### src/rtl/circle_tx.sv
// Host-side transmitter for the Circle engine: buffers N_BEATS operands, streams them out,
// then forwards N_BEATS results back. Optional watchdog abort via CIRCLE_TX_TIMEOUT_EN.
module circle_tx #(
    parameter int N_BEATS = 8,
    parameter int TIMEOUT = 1000
) (
    input  logic       clk,
    input  logic       rst,
    input  logic       ld_valid,
    input  logic [4:0] ld_data,
    output logic       ld_ready,
    input  logic       start,
    input  logic [2:0] c1_cfg,
    input  logic [2:0] c2_cfg,
    output logic       in_valid,
    output logic [4:0] in,
    output logic [2:0] circle1,
    output logic [2:0] circle2,
    input  logic       out_valid,
    input  logic [5:0] out,
    output logic       res_valid,
    output logic [5:0] res_data,
    output logic       busy,
    output logic       done,
    output logic       err
);

    localparam int CW = $clog2(N_BEATS + 1);
    localparam int IW = (N_BEATS > 1) ? $clog2(N_BEATS) : 1;
    localparam logic [CW-1:0] N_CNT  = CW'(N_BEATS);
    localparam logic [CW-1:0] N_LAST = CW'(N_BEATS - 1);

    typedef enum logic [2:0] {
        ST_IDLE = 3'd0,
        ST_SEND = 3'd1,
        ST_WAIT = 3'd2,
        ST_RECV = 3'd3,
        ST_DONE = 3'd4
    } state_t;

    state_t          state_r, state_s;
    logic [CW-1:0]   cnt_r, cnt_s;
    logic [CW-1:0]   idx_r, idx_s;
    logic [CW-1:0]   rcnt_r, rcnt_s;
    logic [4:0]      op_mem_r [N_BEATS];
    logic            wr_en_s;
    logic            in_valid_r, in_valid_s;
    logic [4:0]      in_r, in_s;
    logic [2:0]      circle1_r, circle1_s;
    logic [2:0]      circle2_r, circle2_s;
    logic            res_valid_r, res_valid_s;
    logic [5:0]      res_data_r, res_data_s;
    logic            busy_r, busy_s;
    logic            done_r, done_s;
    logic            ld_ready_r, ld_ready_s;

`ifdef CIRCLE_TX_TIMEOUT_EN
    localparam int TW = $clog2(TIMEOUT + 1);
    localparam logic [TW-1:0] T_LAST = TW'(TIMEOUT - 1);
    logic [TW-1:0]   tcnt_r, tcnt_s;
    logic            err_r, err_s;
`endif

    // Next-state and next-output logic; every output is registered from these values.
    always_comb begin
        state_s     = state_r;
        cnt_s       = cnt_r;
        idx_s       = idx_r;
        rcnt_s      = rcnt_r;
        wr_en_s     = 1'b0;
        in_valid_s  = 1'b0;
        in_s        = 5'd0;
        circle1_s   = 3'd0;
        circle2_s   = 3'd0;
        res_valid_s = 1'b0;
        res_data_s  = 6'd0;
        done_s      = 1'b0;
`ifdef CIRCLE_TX_TIMEOUT_EN
        tcnt_s      = tcnt_r;
        err_s       = 1'b0;
`endif
        case (state_r)
            ST_IDLE: begin
                // a load wins over start, so a start alongside the last load is dropped
                if (ld_valid && (cnt_r < N_CNT)) begin
                    wr_en_s = 1'b1;
                    cnt_s   = cnt_r + 1'b1;
                end else if (start && (cnt_r == N_CNT)) begin
                    state_s    = ST_SEND;
                    in_valid_s = 1'b1;
                    in_s       = op_mem_r[0];
                    circle1_s  = c1_cfg;
                    circle2_s  = c2_cfg;
                    idx_s      = {{(CW-1){1'b0}}, 1'b1};
                end else begin
                    state_s = ST_IDLE;
                end
            end
            ST_SEND: begin
                if (idx_r < N_CNT) begin
                    in_valid_s = 1'b1;
                    in_s       = op_mem_r[idx_r[IW-1:0]];
                    idx_s      = idx_r + 1'b1;
                end else begin
                    state_s = ST_WAIT;
                    idx_s   = {CW{1'b0}};
                    rcnt_s  = {CW{1'b0}};
`ifdef CIRCLE_TX_TIMEOUT_EN
                    tcnt_s  = {TW{1'b0}};
`endif
                end
            end
            ST_WAIT, ST_RECV: begin
                if (out_valid) begin
                    res_valid_s = 1'b1;
                    res_data_s  = out;
                    rcnt_s      = rcnt_r + 1'b1;
`ifdef CIRCLE_TX_TIMEOUT_EN
                    tcnt_s      = {TW{1'b0}};
`endif
                    if (rcnt_r == N_LAST) begin
                        state_s = ST_DONE;
                        done_s  = 1'b1;
                    end else begin
                        state_s = ST_RECV;
                    end
                end else begin
`ifdef CIRCLE_TX_TIMEOUT_EN
                    if (tcnt_r == T_LAST) begin
                        state_s = ST_IDLE;
                        err_s   = 1'b1;
                        cnt_s   = {CW{1'b0}};
                        rcnt_s  = {CW{1'b0}};
                        tcnt_s  = {TW{1'b0}};
                    end else begin
                        tcnt_s  = tcnt_r + 1'b1;
                    end
`else
                    state_s = state_r;
`endif
                end
            end
            ST_DONE: begin
                state_s = ST_IDLE;
                cnt_s   = {CW{1'b0}};
                rcnt_s  = {CW{1'b0}};
            end
            default: begin
                state_s = ST_IDLE;
                cnt_s   = {CW{1'b0}};
            end
        endcase
        busy_s     = (state_s != ST_IDLE);
        ld_ready_s = (state_s == ST_IDLE) && (cnt_s < N_CNT);
    end

    // State, counters, operand buffer and registered outputs.
    always_ff @(posedge clk or posedge rst) begin
        if (rst) begin
            state_r     <= ST_IDLE;
            cnt_r       <= {CW{1'b0}};
            idx_r       <= {CW{1'b0}};
            rcnt_r      <= {CW{1'b0}};
            op_mem_r    <= '{default: 5'd0};
            in_valid_r  <= 1'b0;
            in_r        <= 5'd0;
            circle1_r   <= 3'd0;
            circle2_r   <= 3'd0;
            res_valid_r <= 1'b0;
            res_data_r  <= 6'd0;
            busy_r      <= 1'b0;
            done_r      <= 1'b0;
            ld_ready_r  <= 1'b0;
`ifdef CIRCLE_TX_TIMEOUT_EN
            tcnt_r      <= {TW{1'b0}};
            err_r       <= 1'b0;
`endif
        end else begin
            state_r     <= state_s;
            cnt_r       <= cnt_s;
            idx_r       <= idx_s;
            rcnt_r      <= rcnt_s;
            if (wr_en_s) begin
                op_mem_r[cnt_r[IW-1:0]] <= ld_data;
            end
            in_valid_r  <= in_valid_s;
            in_r        <= in_s;
            circle1_r   <= circle1_s;
            circle2_r   <= circle2_s;
            res_valid_r <= res_valid_s;
            res_data_r  <= res_data_s;
            busy_r      <= busy_s;
            done_r      <= done_s;
            ld_ready_r  <= ld_ready_s;
`ifdef CIRCLE_TX_TIMEOUT_EN
            tcnt_r      <= tcnt_s;
            err_r       <= err_s;
`endif
        end
    end

    assign ld_ready  = ld_ready_r;
    assign in_valid  = in_valid_r;
    assign in        = in_r;
    assign circle1   = circle1_r;
    assign circle2   = circle2_r;
    assign res_valid = res_valid_r;
    assign res_data  = res_data_r;
    assign busy      = busy_r;
    assign done      = done_r;
`ifdef CIRCLE_TX_TIMEOUT_EN
    assign err       = err_r;
`else
    assign err       = 1'b0;
`endif

endmodule
### config.mk
export PLATFORM = sky130hd
export DESIGN_NAME = circle_tx
export DESIGN_NICKNAME = d
export VERILOG_FILES = /design/src/rtl/circle_tx.sv
export SDC_FILE = /design/constraint.sdc
export NUM_CORES = 1
export LEC_CHECK = 0
export ABC_AREA = 0
export CAP_MARGIN = 10
export CELL_PAD_IN_SITES_DETAIL_PLACEMENT = 0
export CELL_PAD_IN_SITES_GLOBAL_PLACEMENT = 2
export CORE_MARGIN = 3
export CORE_UTILIZATION = 40
export CTS_BUF_LIST = sky130_fd_sc_hd__clkbuf_4
export CTS_CLUSTER_SIZE = 12
export DETAILED_ROUTE_END_ITERATION = 7
export PLACE_DENSITY = 0.94
export SLEW_MARGIN = 30
export SYNTH_ARGS = -nofsm -noshare
export SYNTH_HDL_FRONTEND = slang
export SYNTH_SLANG_ARGS = --single-unit
export TNS_END_PERCENT = 5
### constraint.sdc
create_clock -name clk -period 3.39 [get_ports clk]
set_clock_uncertainty 0.2 [all_clocks]
set_input_delay 0.339 -clock clk [delete_from_list [all_inputs] [get_ports clk]]
set_output_delay 0.339 -clock clk [all_outputs]
set_load 0.01 [all_outputs]
==> results.tsv, run 1 <==
stage	metric	value	unit
yosys	synth_edf_count	0	
yosys	syn_nets	285	
finish	nFillCells	748	
power	p_sw	883.5	µW
global_route	grt_max_degree	35	
sta	worst_slew_pin_slew	706.3	ps
yosys	netlist_instances	259	
yosys	ys_ff_latch	77	
job	max-cap-violations	0	
worst_setup_path	regToRegSetupSlack	740	ps
clock_network	htree_levels	3	
routing	dr.pass1.iters	4	
floorplan	io_pins	45	
clock_network	path_clk_slew	130	ps
clock_network	cts-root-buf	clkbuf_4	
power	switching_share	33.06	%
sta	period_needed	2646	ps
worst_setup_path	cp.arrival	2760	ps
clock_network	cts.sinks	77	
worst_setup_path	start_kind	flip-flop	
power	p_comb_share	28.5	%
yosys	ys_warn_count	0	
floorplan	die_w	99.45	µm
routing	wirelength	6745	µm
clock_network	cts_inserted_buffers	9	
global_route	grt_overflow	0	
finish	diodes	0	
floorplan	die-area	9890	µm²
run_status	status	complete, no violations	
sta	rsz0062_at_grt	no	
yosys	synth_area	3493	µm²
sta	hold_slack	146.9	ps
yosys	synth.most_common_cell	dfrtp_1	
place	place_ws	599.8	ps
worst_setup_path	required	3510	ps
global_route	grt_pass1_vias	2192	
power	p_per_area	638.7	nW/µm²
finish	drive_above_1_share	25.72	%
worst_setup_path	cp_max_fo	13	
clock_network	hold_buffers	0	
worst_setup_path	r2r-end	op_mem_r[37]	
finish	nNetsFinal	332	
power	clockPowerShare	20.8	%
clock_network	tritoncts	yes	
yosys	ys_types	42	
clock_network	post_cts_buffers	0	
floorplan	initial_core_util	41.88	%
routing	via_per_inst	5.279	
routing	drt_iter0_drc	94	
sta	fmax	0.3780	GHz
min_path	hp-class	in -> async	
yosys	synthArstFlopShare	100.0	%
yosys	synth_flop_cell	dfrtp_1	
clock_network	cts_resized	0	
yosys	synth_common_cells	77 x dfrtp_1, 35 x mux2_2, 12 x and2_1	
global_route	grt_pass1_wl	11500	µm
finish	syn2layout_area_growth	19.77	%
yosys	avgSynthCellArea	13.49	µm²
yosys	ys_seq_area_share	55.16	%
sta	report.final.hold_viol_count	0	
power	p_leak	1.874	nW
clock_network	clk_latency	420	ps
floorplan	fp-row-count	33	
worst_setup_path	ff2ff_path_depth	4	
worst_setup_path	endpoint_kind	flip-flop	
power	finalPower	2.672	mW
clock_network	clock_path_buffers	2	
sta	maxSlewViolCount	0	
floorplan	fp.coreArea	8341	µm²
routing	via_count	2196	
yosys	yosysTopAreaCellShare	55.16	%
sta	setup_viol_count_final	0	
place	hpwl	4801	µm
worst_setup_path	reg2reg_from	state_r[1]	
floorplan	fp.dieH	99.45	µm
routing	drt-wirelength-per-cell	16.21	µm
sta	finalCritPeriodShare	78.04	%
sta	fin_ws	744.3	ps
sta	timing.slew.headroom	52.85	%
worst_setup_path	worstSetupPathType	reg -> reg	
routing	drc	0	
power	seq_power_share	50.7	%
yosys	synth_largest_area_cell	dfrtp_1	
global_route	grt_usage	15.05	%
power	vdd_ir_drop_max	0.2016	mV
place	routabilityCongestion	0.7748	
power	p_int	1.789	mW
place	portBuffers	43	
routing	ant_nets	0	
global_route	antenna_found_initial	0	
yosys	synth_area_leaders	dfrtp_1 55%, mux2_2 11%, mux4_2 3.2%	
sta	final.setup.tns	0	ps
[final cells by class]
class                   count  area (µm²)  area share, %
inverters                   7       26.28         0.6280
well taps                 105       131.4          3.140
clock inverters             6       63.81          1.525
multi-input cells         162        1485          35.50
clock buffers              10       75.07          1.794
repair buffers             49       475.5          11.36
flip-flops and latches     77        1927          46.05
[placed cells by master (no fill, tap or decap), types with 3 or more instances in the layout]
| cell | instances |
|---|---|
| mux2_2 | 35 |
| a22oi_1 | 5 |
| mux4_2 | 5 |
| clkdlybuf4s50_1 | 43 |
| o21ai_0 | 7 |
| nor2b_1 | 3 |
| dfrtp_1 | 77 |
| mux2_4 | 5 |
| mux2i_1 | 10 |
| nand4b_1 | 3 |
| nand2_1 | 9 |
| a21oi_1 | 11 |
| clkbuf_4 | 10 |
| nand2b_1 | 9 |
| inv_1 | 6 |
| ha_1 | 4 |
| or3_1 | 4 |
| nor2_1 | 5 |
| and2_1 | 12 |
| nor4_4 | 4 |
| a32o_1 | 5 |
| buf_4 | 6 |
[metal layers]
metal | part of all wire (%) | up-vias | GRT usage (%)
met5 | 0 | - | 0
met4 | 1.9 | 0 | 8.193
met3 | 3.6 | 9 | 2.314
met2 | 48 | 52 | 22.57
met1 | 46 | 1102 | 21.02
li1 | - | 1033 | -
[critical path, stage by stage, from the launching register on]
cell     delay, ps
dfrtp_1        560
or4b_1         740
buf_4          240
nor4_4         420
mux2_2         390
[cells by family after synthesis]
group                    count (synthesis)  synth area share [%]
AND/OR/NAND/NOR                         68                 14.51
adder cells (fa/ha/maj)                  4                 1.433
other                                    1                0.1073
buffers and inverters                   20                 2.758
multiplexers                            55                 19.52
flip-flops                              77                 55.16
AO/OA/AOI/OAI                           34                 6.519
[how the worst max path moves through the flow]
stage / startpoint / endpoint / slack [ps] / cells past startpoint
final: state_r[1] / op_mem_r[37] / 740 / 4
after global routing: state_r[1] / op_mem_r[37] / 650 / 4
after CTS: state_r[1] / op_mem_r[4] / 760 / 4
after detailed placement: ld_valid / op_mem_r[38] / 600 / 5
after global placement: ld_valid / op_mem_r[2] / 660 / 5
after floorplan: rst / busy / 880 / 1
[through the flow]
| step | instance area [µm²] | util (%) | std cells |
|---|---|---|---|
| after CTS | 4175 | 50.06 | 416 |
| final | 4184 | 50.17 | 416 |
| after global placement | 4036 | 48.39 | 400 |
| after detailed placement | 4036 | 48.39 | 400 |
| after global routing | 4184 | 50.17 | 416 |
| after floorplan | 3493 | - | 259 |
[state kept, by name, summed over array words and instances, names as in the netlist]
signal	flops
busy	1
circle1	3
circle2	3
cnt_r	4
done	1
idx_r	4
in	5
in_valid	1
ld_ready	1
op_mem_r	40
rcnt_r	4
res_data	6
res_valid	1
state_r	3
[power by group through the flow]
stage / clock [mW] / sequential, mW / combinational, mW
final: 0.555 / 1.36 / 0.762
after global routing: 0.615 / 1.40 / 0.841
after CTS: 0.571 / 1.35 / 0.767
after detailed placement: 0 / 1.37 / 0.766
after global placement: 0 / 1.36 / 0.746
after floorplan: 0 / 1.25 / 0.616
No activity file was read; power rests on OpenSTA's default activity.
==> run 2, diff against run 1 <==
Settings changed: CORE_UTILIZATION 40 to 36, PLACE_DENSITY 0.94 to 0.9.
Clock period 3.39 ns to 2.4 ns, I/O delays scaled along.
==> run 2 against run 1 <==
Against the previous run:
- global-route usage fell by 2.0 points
- core utilization down 4.2 points
- combinational power is 55% higher
- worst hold slack worse by 90 ps
- critical path type unchanged
- register-to-register slack lost 630 ps
- worst setup slack worse by 630 ps
==> results.tsv, run 2 (synthesized netlist as in run 1, its figures left out) <==
stage	metric	value	unit
worst_setup_path	ff2ff_path_depth	4	
finish	diodes	0	
global_route	antenna_found_initial	0	
place	routabilityCongestion	0.7372	
worst_setup_path	cp.arrival	2400	ps
finish	layout_commonest_cell	dfrtp_1	
finish	nNetsFinal	340	
routing	wirelength	6837	µm
finish	largest_register_ff_count	40	
global_route	grt_pass1_wl	11520	µm
sta	period_needed	2283	ps
worst_setup_path	cp_max_fo	5	
run_status	status	complete, no violations	
finish	top_register	op_mem_r	
routing	via_per_inst	4.933	
global_route	grt_overflow	0	
finish	syn2layout_area_growth	22.60	%
worst_setup_path	required	2520	ps
clock_network	htree_levels	3	
worst_setup_path	critPathBufInv	1	
sta	setup_viol_count_final	0	
sta	report.final.hold_viol_count	0	
floorplan	fp.dieH	104.5	µm
clock_network	tritoncts	yes	
routing	via_count	2210	
worst_setup_path	start_kind	flip-flop	
place	place_ws	-171.0	ps
global_route	grt_usage	13.07	%
worst_setup_path	crit_family	simple AND/OR/NAND/NOR gates	
sta	maxSlewViolCount	0	
floorplan	die-area	10920	µm²
worst_setup_path	endpoint_kind	flip-flop	
floorplan	fp-row-count	35	
clock_network	cts-root-buf	clkbuf_4	
clock_network	path_clk_slew	130	ps
worst_setup_path	crit_chain	or4b_1, buf_4, nor4b_4, mux2_2	
floorplan	initial_core_util	37.45	%
worst_setup_path	worstSetupPathType	reg -> reg	
power	p_per_area	893.7	nW/µm²
clock_network	clk_latency	420	ps
sta	final.setup.tns	0	ps
sta	rsz0062_at_grt	no	
sta	worst_slew_pin_slew	551.6	ps
sta	timing.slew.headroom	63.23	%
power	finalPower	3.828	mW
finish	drive_above_1_share	26.96	%
clock_network	post_cts_buffers	0	
sta	fmax	0.4380	GHz
place	portBuffers	43	
clock_network	cts_inserted_buffers	9	
floorplan	io_pins	45	
clock_network	cts.sinks	77	
clock_network	hold_buffers	0	
clock_network	cts_resized	0	
routing	ant_nets	0	
job	max-cap-violations	0	
min_path	hp-class	in -> async	
sta	fin_ws	117.1	ps
power	vdd_ir_drop_max	0.2873	mV
place	hpwl	4765	µm
floorplan	die_w	104.5	µm
worst_setup_path	critPathSlowestCell	or4b_1	
finish	layout_common_cells	77 x dfrtp_1, 43 x clkdlybuf4s50_1, 35 x mux2_2	
routing	drt_iter0_drc	93	
power	p_leak	1.919	nW
global_route	grt_max_degree	78	
worst_setup_path	critPathMaxStageDelay	600	ps
routing	drt-wirelength-per-cell	15.26	µm
worst_setup_path	path_depth	4	
clock_network	clock_path_buffers	2	
global_route	grt_pass1_vias	2309	
routing	drc	0	
floorplan	fp.coreArea	9328	µm²
routing	dr.pass1.iters	5	
sta	finalCritPeriodShare	95.12	%
==> run 2: cell count changes in the layout (fill, tap and decap cells not counted), sizes merged <==
cell,previous run,this run
clkbuf,10,9
clkinvlp,2,1
buf,6,14
inv,7,8
clkinv,3,4
==> run 2: worst register-to-register path, stage by stage (launching register included) <==
cell and delay, ps:
dfrtp_1 410, or4b_1 600, buf_4 220, nor4b_4 370, mux2_2 390
==> run 2: metal layers <==
layer  global-route usage, %  routed length (µm)  up-vias  share of wire [%]
li1                        -                   -     1050                  -
met4                   6.078                 132        0                1.9
met1                   17.11                3229     1117                 47
met2                   21.36                3293       32                 48
met5                       0                   0        -                  0
met3                   1.924                 181       11                2.6
==> run 2: where the power goes <==
part,switching (mW),leakage (nW),total [mW],internal (mW)
registers,0.268,1.01,1.85,1.58
clock network,0.474,0.0760,0.795,0.322
logic,0.532,0.830,1.18,0.653
total,1.27,1.92,3.83,2.55
==> run 2: metrics by stage <==
step / std cells / hold WS [ps] / util [%] / cell area (µm²)
global route: 448 / 108.6 / 45.92 / 4283
floorplan: 259 / 168.6 / - / 3497
detailed placement: 432 / 290.0 / 44.41 / 4143
finish: 448 / 57.30 / 45.92 / 4283
global placement: 432 / 285.3 / 44.41 / 4143
CTS: 448 / 71.49 / 45.92 / 4283
==> run 2: path summary, 6_finish.rpt <==
kind | startpoint | endpoint | slack (ps)
setup / recovery | state_r[1] | op_mem_r[16] | 120
hold / removal | rst | rcnt_r[2] | 60
setup reg to reg | state_r[1] | op_mem_r[16] | 120
hold reg to reg | op_mem_r[9] | op_mem_r[9] | 320
max in group asynchronous | rst | op_mem_r[3] | 1630
min in group clk | c1_cfg[1] | circle1[1] | 150
==> run 2: area by class of cell <==
cell class / count / area, µm²
repair buffers: 57 / 548.0
well taps: 129 / 161.4
fillers: 865 / 5045
inverters: 7 / 30.03
multi-input cells: 162 / 1476
clock buffers: 9 / 67.56
flip-flops and latches: 77 / 1927
clock inverters: 7 / 72.57
